[src/rtl/fir_decim_buffer.sv]
// rtl/fir_decim_buffer.sv - block-average decimator feeding a show-ahead valid/ready FIFO
// Averages every DECIM accepted samples and queues the results for a bursty consumer.
module fir_decim_buffer #(
  parameter int IN_W  = 10,
  parameter int DECIM = 4,
  parameter int DEPTH = 8
) (
  input  logic                     clk,
  input  logic                     rst,
  input  logic                     in_valid,
  input  logic [IN_W-1:0]          in_data,
  output logic                     out_valid,
  input  logic                     out_ready,
  output logic [IN_W-1:0]          out_data,
  output logic [$clog2(DEPTH):0]   out_count,
  output logic                     overflow
);

  localparam int DW = $clog2(DECIM);
  localparam int AW = $clog2(DEPTH);
  localparam int CW = AW + 1;
  localparam int SW = IN_W + DW;

  logic [SW-1:0]   acc_q, acc_d, sum;
  logic [DW-1:0]   phase_q, phase_d;
  logic [AW-1:0]   rd_ptr_q, rd_ptr_d, wr_ptr_q, wr_ptr_d;
  logic [CW-1:0]   count_q, count_d;
  logic            overflow_q, overflow_d;
  logic [IN_W-1:0] mem_q [DEPTH];
  logic [IN_W-1:0] result;
  logic            last, push_req, push_ok, pop;

  always_comb begin
    sum      = acc_q + SW'(in_data);
    result   = IN_W'(sum >> DW);
    last     = (phase_q == DW'(DECIM - 1));
    push_req = in_valid && last;
    pop      = (count_q != '0) && out_ready;
    // A pop in the same cycle frees the slot, so a full FIFO still accepts the push.
    push_ok  = push_req && ((count_q != CW'(DEPTH)) || pop);

    acc_d   = acc_q;
    phase_d = phase_q;
    if (in_valid) begin
      if (last) begin
        acc_d   = '0;
        phase_d = '0;
      end else begin
        acc_d   = sum;
        phase_d = phase_q + DW'(1);
      end
    end

    rd_ptr_d   = pop     ? rd_ptr_q + AW'(1) : rd_ptr_q;
    wr_ptr_d   = push_ok ? wr_ptr_q + AW'(1) : wr_ptr_q;
    count_d    = count_q + CW'(push_ok) - CW'(pop);
    overflow_d = overflow_q | (push_req & ~push_ok);
  end

  always_ff @(posedge clk) begin
    if (rst) begin
      acc_q      <= '0;
      phase_q    <= '0;
      rd_ptr_q   <= '0;
      wr_ptr_q   <= '0;
      count_q    <= '0;
      overflow_q <= 1'b0;
    end else begin
      acc_q      <= acc_d;
      phase_q    <= phase_d;
      rd_ptr_q   <= rd_ptr_d;
      wr_ptr_q   <= wr_ptr_d;
      count_q    <= count_d;
      overflow_q <= overflow_d;
    end
  end

  // Storage needs no reset: entries are only read while count_q covers them.
  always_ff @(posedge clk) begin
    if (!rst && push_ok) begin
      mem_q[wr_ptr_q] <= result;
    end
  end

  assign out_valid = (count_q != '0);
  assign out_data  = out_valid ? mem_q[rd_ptr_q] : '0;
  assign out_count = count_q;
  assign overflow  = overflow_q;

endmodule

[config.mk]
export PLATFORM = sky130hd
export DESIGN_NAME = fir_decim_buffer
export DESIGN_NICKNAME = d
export VERILOG_FILES = /design/src/rtl/fir_decim_buffer.sv
export SDC_FILE = /design/constraint.sdc
export NUM_CORES = 1
export LEC_CHECK = 0
export ABC_AREA = 1
export CAP_MARGIN = 20
export CELL_PAD_IN_SITES_DETAIL_PLACEMENT = 0
export CELL_PAD_IN_SITES_GLOBAL_PLACEMENT = 1
export CORE_ASPECT_RATIO = 0.8
export CORE_MARGIN = 5
export CORE_UTILIZATION = 50
export CTS_BUF_LIST = sky130_fd_sc_hd__clkbuf_4 sky130_fd_sc_hd__clkbuf_8 sky130_fd_sc_hd__clkbuf_16
export DETAILED_ROUTE_END_ITERATION = 6
export GPL_TIMING_DRIVEN = 0
export HOLD_SLACK_MARGIN = 0.12
export PLACE_DENSITY = 0.88
export SETUP_SLACK_MARGIN = 0.5
export SLEW_MARGIN = 40
export SYNTH_ARGS = -nofsm -noshare
export SYNTH_HDL_FRONTEND = slang
export SYNTH_SLANG_ARGS = --single-unit
[constraint.sdc]
create_clock -name clk -period 5.4 [get_ports clk]
set_input_delay 1.08 -clock clk [delete_from_list [all_inputs] [get_ports clk]]
set_output_delay 1.08 -clock clk [all_outputs]
set_load 0.01 [all_outputs]
== After elaboration in Yosys (flattened, before gate mapping) ==
Memory sizes are Yosys's and may differ from the RTL's. A register that Yosys moved wholly into a read port is not among the register bits.
Cells that the tools add are included.
Cells by class
  $add $sub $neg: 6
  equality and inequality tests: 2
  mux-type cells: 7
  bitwise operators: 3
  reduce and logical (&&, ||, !) cells: 7
Operator list (count)
  adder 12 x 10 -> 12 bit: 1
  2-to-1 mux 12 bit: 1
  2-to-1 mux 10 bit: 1
  adder 3 x 1 -> 3 bit, second input constant: 2
  2-to-1 mux 3 bit: 2
  adder 4 x 1 -> 4 bit: 1
  logical AND 1 bit: 4
  != test 4 bit, second input constant: 1
  nonzero test 4 bit: 1
  subtractor 4 x 1 -> 4 bit: 1
  adder 2 x 1 -> 2 bit, second input constant: 1
  == test 2 bit, second input constant: 1
  2-to-1 mux 1 bit: 2
  2-to-1 mux 2 bit: 1
  AND 1 bit: 1
  logical NOT 1 bit: 1
  logical OR 1 bit: 1
  NOT 1 bit: 1
  bitwise OR 1 bit: 1
Word-level totals
  register bits: 25
  RAM bits: 80
  input bits: 14
  output and inout port bits: 16
  word-level logic and storage cells: 32
  memories kept: 1
Memory list
  mem_q: words 8, width 10, rd ports 1, clocked after memory_dff 1, write ports 1, line 29  | logic [IN_W-1:0] mem_q [DEPTH];

== Depth between registers and ports, before layout ==
Gate-level depths: netlist of run 1.
  word-level depth: 7
  gate-level depth with buffers: 13
  gate-level depth less buffers: 13

== Least setup slack after synthesis of run 1 ==
No wires, ideal clock.
  kind: input to register
  start point: input in_data[0]
  end point: memory mem_q[0][4] (data pin)
  library setup time: 0.275 ns
  arrival time: 2.321 ns
  data required time: 5.125 ns
  slack: 2.804 ns
  cell stages on the path: 10
  path buffers: 0
  cells stage by stage: ha_1 -> inv_1 -> fa_1 -> inv_1 -> nand3_1 -> nand3_1 -> nand2_1 -> nand2_1 -> or2_2 -> and2_1
On the way
  longest elaborated chain between the ends: 1
RTL lines
  start: declaration: line 11  | input logic [IN_W-1:0] in_data,
  adder 12 x 10 -> 12 bit: line 34  | sum = acc_q + SW'(in_data);
  via sum[6]: line 24  | logic [SW-1:0] acc_q, acc_d, sum;
  end: declaration: line 29
The timed path passes the listed nets, and every way through them passes these cells.

== Final worst setup path of run 1 ==
  start point: register count_q[2], in the netlist out_count[2]
  end point: output out_data[4]
On the way
  longest elaborated chain between the ends: 2
RTL lines
  start: declaration: line 27  | logic [CW-1:0] count_q, count_d;
  start signal: assignment: line 73  | count_q <= count_d;
  nonzero test 4 bit: line 85  | assign out_valid = (count_q != '0);
  2-to-1 mux 10 bit: line 86  | assign out_data = out_valid ? mem_q[rd_ptr_q] : '0;
  end: declaration: line 14  | output logic [IN_W-1:0] out_data,
Every way passes these cells.

==> results of run 1 <==
registers in the layout, summed over array words and instances, names as in the netlist, named ones only:
name       count
acc_q         12
mem_q         80
out_count      4
overflow       1
phase_q        2
rd_ptr_q       3
wr_ptr_q       3
worst max-delay path, cell delays in order (launching register included):
cell	delay [ns]
dfxtp_1	0.33
inv_1	0.07
ha_1	0.23
nand3b_4	0.11
clkbuf_1	0.38
o21ai_0	0.25
nor2_1	0.19
clkdlybuf4s50_1	0.57
report_power, final:
| part | switching [mW] | internal [mW] | total [mW] |
|---|---|---|---|
| combinational | 0.511 | 0.350 | 0.861 |
| clock | 0.325 | 0.376 | 0.701 |
| sequential | 0.0335 | 0.966 | 1.00 |
| total | 0.870 | 1.69 | 2.56 |
kinds of logic after synthesis:
kind of cell             share of synthesized area [%]
AO/OA/AOI/OAI                                    9.952
XOR/XNOR                                         1.209
adder cells (fa/ha/maj)                          5.342
buffers and inverters                            4.737
flip-flops                                       59.66
AND/OR/NAND/NOR                                  19.10
routing by layer:
metal / global-route usage (%) / up-vias
met5: 0 / -
met4: 5.685 / 0
met3: 4.150 / 20
met2: 30.62 / 93
met1: 24.96 / 1696
li1: - / 1777
metrics by stage:
stage | hold WS (ns) | worst slack [ns]
floorplan | 0.4452 | 2.804
global placement | 0.4525 | 2.007
detailed placement | 0.4589 | 1.895
CTS | 0.4770 | 1.822
global route | 0.4973 | 1.678
finish | 0.4712 | 1.845
Yosys cell counts, drive strengths merged, types with 3 or more instances:
master,instances
edfxtp,80
o32ai,20
clkbuf,13
ha,18
nand3,22
xor2,5
nand4,3
nor2,112
buf,6
and2,6
o21ai,36
nand2,72
inv,41
dfxtp,28
a21oi,21
or2,3
final cells by class:
type / instances / area share, %
Multi-Input combinational cell: 330 / 31.12
Timing Repair Buffer: 28 / 4.858
Tap cell: 136 / 2.949
Clock inverter: 7 / 1.735
Inverter: 41 / 2.668
Sequential cell: 108 / 51.36
Clock buffer: 9 / 3.904
Buffer: 19 / 1.410
how the worst max path moves through the flow:
stage,from,endpoint,slack [ns],depth (start not counted)
after CTS,out_count[2]$_SDFF_PP0_,out_data[4],1.82,7
after global routing,out_count[2]$_SDFF_PP0_,out_data[4],1.68,7
after detailed placement,in_data[0],acc_q[4]$_SDFFE_PP0P_,1.89,10
final,out_count[2]$_SDFF_PP0_,out_data[4],1.84,7
after global placement,in_data[0],acc_q[4]$_SDFFE_PP0P_,2.01,10
after floorplan,in_data[0],mem_q[0][4]$_DFFE_PP_,2.80,10
==> metrics.md, run 1 <==
| Metric | Value |
|---|---|
| Die width | `121.4 um` |
| Most common cell after layout, fill and taps aside | `nor2_1` |
| P per Cell Area | `444.2 mW/mm^2` |
| WP data required | `4.32 ns` |
| Met3 WL | `585 um` |
| Clk buf depth | `2` |
| RSZ-0062 raised after global routing | `false` |
| Num Clock Sinks | `108` |
| Yosys top cell area share | `48.37%` |
| Yosys warnings | `0` |
| Wl on met1 | `4.914 mm` |
| Finished Layout Cells | `678` |
| Ys flop type | `edfxtp_1` |
| Final WL | `11.00 mm` |
| Ranking of synthesized cells by area | `edfxtp_1 (48%), dfxtp_1 (11%), nor2_1 (8.4%)` |
| Dpl cells | `662` |
| Worst hold path type | `register to register` |
| Syn Area/Cell | `9.972 sq um` |
| Vias/cell | `5.289` |
| Crit path kind | `register to output port` |
| Seq cells post-synth | `108` |
| Clk slew on worst S/H paths | `0.07 ns` |
| DRT Pass-1 Iters | `4` |
| Critical Path Start Type | `register` |
| Crit path max fanout | `10` |
| Worst Skew | `0.009998 ns` |
| Hold Path Sink | `overflow$_SDFF_PP0_` |
| Routed wire per std cell | `16.22 um` |
| Number of synthesized flops with an enable pin | `80` |
| Share of cells above drive strength 1 | `8.487%` |
| Post-route clock period utilization | `65.84%` |
| Slew Limit Fails | `0` |
| Setup bufs post-CTS | `0` |
| Hold Buf Count CTS | `0` |
| First-pass GRT wire length | `17.39 mm` |
| Placement Cell Area | `0.005431 sq mm` |
| Maxcap violations | `0` |
| Seq. cell area | `0.002963 sq mm` |
| RePlAce Congestion | `0.8265` |
| Die ar. | `0.01204 sq mm` |
| CTS tree | `yes` |
| Footprint of the multi-input gates | `0.001795 sq mm` |
| Final hold vios | `0` |
| Initial antenna violation count | `0` |
| N_diodes | `0` |
| Via count | `3,586` |
| Ports | `30` |
| Largest net degree at the start of global routing | `22` |
| Total CTS buffers | `9` |
| Total grt overflow | `0` |
| Vias in the first global route | `3,478` |
| Syn Nets | `532` |
| Seq/Total Area, Yosys | `59.66%` |
| Area grow syn2layout | `16.18%` |
| Worst R2R Start | `acc_q[0]$_SDFFE_PP0P_` |
| Max Fclk | `281.3 MHz` |
| Cell area after layout | `0.005769 sq mm` |
| Slew headroom | `50.55%` |
| Least-Margin Pin Slew | `0.7392 ns` |
| Post-Syn Instances | `498` |
| Post-layout nets | `571` |
| Number of fill cells in the layout | `807` |
| Most frequent cells in the layout | `nor2_1 (103), edfxtp_1 (80), nand2_1 (66), inv_1 (40), o21ai_0 (33)` |
| Mapped Area | `0.004966 sq mm` |
| Post-synthesis async set-or-reset flop share | `0%` |
| CP arrival | `2.48 ns` |
| Top Layer Used | `met4` |
| Distinct cells, synth | `34` |
| Final Core Density | `59.54%` |
| Design Power | `2.563 mW` |
| Status | `complete, no violations` |
| Pleak | `2.191 nW` |
| Total track usage | `18.65%` |
| Final setup violation count | `0` |
| Tmin final | `3.555 ns` |
| HPWL Detailed | `7.757 mm` |
| R2R cell count | `9` |
| Resize count post-CTS | `0` |
| DRC | `0` |
| R2R Setup Slk | `3.08 ns` |
| # H-tree levels | `3` |
| Hold path depth | `1` |
| Port bufs | `28` |
| Starting Density | `51.25%` |
| Worst Setup End Kind | `output port` |
| Die height | `99.14 um` |
| Peak VDD IR | `0.0002253 V` |
| Clk_lat worst skew | `0.35 ns` |
| Detail Route Antenna Nets | `0` |
| Core area | `0.009689 sq mm` |
| Row Count | `32` |
| Root buf cell | `clkbuf_16` |
| HP Start | `overflow$_SDFF_PP0_` |
| Metal2 WL | `5.286 mm` |
| Leading area contributor after synthesis | `edfxtp_1` |
| Detailed router's first-iteration violation count | `238` |
| Setup TNS | `0 ns` |
| Worst reg2reg path endpoint | `acc_q[4]$_SDFFE_PP0P_` |
(Power assumes the default switching activity.)
==> run 2, diff against run 1 <==
--- a/config.mk
+++ b/config.mk
@@ -11,12 +11,12 @@
 export CELL_PAD_IN_SITES_GLOBAL_PLACEMENT = 1
 export CORE_ASPECT_RATIO = 0.8
 export CORE_MARGIN = 5
-export CORE_UTILIZATION = 50
+export CORE_UTILIZATION = 42
 export CTS_BUF_LIST = sky130_fd_sc_hd__clkbuf_4 sky130_fd_sc_hd__clkbuf_8 sky130_fd_sc_hd__clkbuf_16
 export DETAILED_ROUTE_END_ITERATION = 6
 export GPL_TIMING_DRIVEN = 0
 export HOLD_SLACK_MARGIN = 0.12
-export PLACE_DENSITY = 0.88
+export PLACE_DENSITY = 0.79
 export SETUP_SLACK_MARGIN = 0.5
 export SLEW_MARGIN = 40
 export SYNTH_ARGS = -nofsm -noshare
==> constraint.sdc (replaced) <==
create_clock -name clk -period 3.15 [get_ports clk]
set_input_delay 0.63 -clock clk [delete_from_list [all_inputs] [get_ports clk]]
set_output_delay 0.63 -clock clk [all_outputs]
set_load 0.01 [all_outputs]
==> metrics.md, run 2 (same netlist as run 1, synthesis figures left out) <==
| Metric | Value |
|---|---|
| Hold Buf Count CTS | `0 (unchanged)` |
| DRT Pass-1 Iters | `4 (unchanged)` |
| Routed wire per std cell | `16.52 um (+1.8%)` |
| Critical path, cell by cell | `inv_2, buf_6, buf_4, nor2_1, o32ai_1, o21ai_0, nor2_1, dlygate4sd2_1` |
| # H-tree levels | `3 (unchanged)` |
| RSZ-0062 raised after global routing | `false` |
| Final WL | `11.43 mm (+3.9%)` |
| Maxcap violations | `0 (unchanged)` |
| CP Capture Point | `out_data[6]` |
| Number of fill cells in the layout | `1,034 (+28%)` |
| Placement Cell Area | `0.005449 sq mm (+0.32%)` |
| RePlAce Congestion | `0.8438 (+2.1%)` |
| CTS tree | `yes` |
| Ports | `30 (unchanged)` |
| P per Cell Area | `757.4 mW/mm^2 (+71%)` |
| Tmin final | `2.571 ns` |
| Critical Path Start Type | `register` |
| Crit path kind | `register to output port` |
| Slew Limit Fails | `0 (unchanged)` |
| Setup TNS | `0 ns (unchanged)` |
| Footprint of the multi-input gates | `0.001847 sq mm (+2.9%)` |
| Max reg flops | `80 (unchanged)` |
| Total track usage | `16.65% (-2.0 points)` |
| Port bufs | `28 (unchanged)` |
| R2R Setup Slk | `0.87 ns (-2.21 ns)` |
| N_diodes | `0 (unchanged)` |
| Post-route clock period utilization | `81.61%` |
| Area grow syn2layout | `18.92%` |
| Detailed router's first-iteration violation count | `235 (-1.3%)` |
| R2R cell count | `9 (unchanged)` |
| Seq. cell area | `0.002967 sq mm (+0.13%)` |
| Most frequent cells in the layout | `nor2_1 (102), edfxtp_1 (80), nand2_1 (66), inv_1 (39), o21ai_0 (33)` |
| HPWL Detailed | `8.058 mm (+3.9%)` |
| Post-layout nets | `573 (+0.35%)` |
| Core area | `0.01156 sq mm (+19%)` |
| Die height | `107.3 um (+8.2%)` |
| Peak VDD IR | `0.0003450 V (+53%)` |
| Vias/cell | `5.158 (-2.5%)` |
| Total grt overflow | `0 (unchanged)` |
| Die width | `131.6 um (+8.4%)` |
| Vias in the first global route | `3,587 (+3.1%)` |
| First-pass GRT wire length | `18.49 mm (+6.3%)` |
| Pleak | `2.299 nW (+5.0%)` |
| Initial antenna violation count | `0 (unchanged)` |
| Starting Density | `42.95% (-8.3 points)` |
| Via count | `3,569 (-0.47%)` |
| Dpl cells | `674 (+1.8%)` |
| Least-Margin Pin Slew | `0.7357 ns (-0.003481 ns)` |
| Total CTS buffers | `9 (unchanged)` |
| WP data required | `2.52 ns (-1.80 ns)` |
| Worst Setup End Kind | `output port` |
| Finished Layout Cells | `692 (+2.1%)` |
| Crit path max fanout | `6 (-4)` |
| Row Count | `35 (+9.4%)` |
| Cell area after layout | `0.005906 sq mm (+2.4%)` |
| Worst path max stage delay | `0.37 ns (-0.20 ns)` |
| Largest net degree at the start of global routing | `19 (-14%)` |
| Num Clock Sinks | `108 (unchanged)` |
| Die ar. | `0.01411 sq mm (+17%)` |
| Worst hold path type | `register to register` |
| Final Core Density | `51.08% (-8.5 points)` |
| Worst Skew | `0.01307 ns (+0.003073 ns)` |
| Clk buf depth | `2 (unchanged)` |
| Design Power | `4.473 mW (+75%)` |
| Final setup violation count | `0 (unchanged)` |
| Clk slew on worst S/H paths | `0.07 ns (about the same)` |
| CP arrival | `1.94 ns (-0.54 ns)` |
| Final hold vios | `0 (unchanged)` |
| Slew headroom | `50.79% (+0.23 points)` |
| Root buf cell | `clkbuf_16` |
| Max Fclk | `389.0 MHz` |
| Worst reg2reg path endpoint | `mem_q[5][5]$_DFFE_PP_` |
| Status | `complete, no violations` |
| Largest reg by FF count | `mem_q` |
| Share of cells above drive strength 1 | `12.68% (+4.2 points)` |
| Worst R2R Start | `out_count[2]$_SDFF_PP0_` |
| Most common cell after layout, fill and taps aside | `nor2_1` |
| Most frequent CP cell | `nor2_1` |
| DRC | `0 (unchanged)` |
| Clk_lat worst skew | `0.35 ns (about the same)` |
| CP max-delay cell | `dfxtp_4` |
| Detail Route Antenna Nets | `0 (unchanged)` |
[run 2: cell types whose count changed in the layout (fill, tap and decap cells not counted), moves of 3 or more]
cell             previous run  this run
clkbuf_4                    0         6
o32ai_1                    20        17
clkdlybuf4s50_1            28        18
o32ai_2                     0         3
clkbuf_2                    0         3
buf_6                       0         4
clkbuf_1                   13         4
dlygate4sd2_1               0         7
buf_2                       5         2
[run 2: critical path, delay by kind of cell, from the launching register on]
kind	cells	cell delay, ns
compound gates	2	0.40
buf+inv	4	0.64
flops	1	0.37
simple gates	2	0.16
[run 2: how the worst min path moves through the flow]
stage | start | to | slack (ns) | cells after the start
3_5_place_dp | overflow$_SDFF_PP0_ | overflow$_SDFF_PP0_ | 0.45 | 1
6_report | overflow$_SDFF_PP0_ | overflow$_SDFF_PP0_ | 0.46 | 1
4_1_cts | overflow$_SDFF_PP0_ | overflow$_SDFF_PP0_ | 0.47 | 1
3_3_place_gp | overflow$_SDFF_PP0_ | overflow$_SDFF_PP0_ | 0.45 | 1
2_1_floorplan | phase_q[0]$_SDFFE_PP0P_ | phase_q[0]$_SDFFE_PP0P_ | 0.45 | 1
5_1_grt | overflow$_SDFF_PP0_ | overflow$_SDFF_PP0_ | 0.48 | 1
[run 2: what timing repair did]
| action | 4_1_cts | 5_1_grt |
|---|---|---|
| gates resized for setup | 40 | 15 |
| pin swaps | 2 | 2 |
| setup buffers | 2 | 0 |
| setup endpoints to repair | 20 | 21 |
[run 2: final cells by class]
type | count | share of cell area, %
well taps | 148 | 3.136
inverters | 41 | 2.606
multi-input cells | 330 | 31.27
clock buffers | 10 | 3.941
plain buffers | 19 | 2.500
clock inverters | 6 | 1.589
flip-flops and latches | 108 | 50.23
repair buffers | 30 | 4.725
[run 2: layer usage]
layer  vias up  global-route usage [%]  wire, um
met5         -                       0         0
met4         0                   3.598        62
met3         5                   3.832       833
met2        89                   27.90      5573
met1      1682                   22.28      4963
li1       1793                       -         -
[run 2: power breakdown]
part           internal (mW)  switching, mW
clock                  0.714          0.516
combinational          0.624          0.898
sequential              1.66         0.0612
[run 2: through the flow]
step                      hold slack, ns  setup slack (ns)
after CTS                         0.4685            0.5023
after global placement            0.4504            0.1276
after detailed placement          0.4526           0.07791
final                             0.4637            0.5793
after floorplan                   0.4452             1.004
after global routing              0.4811            0.4999
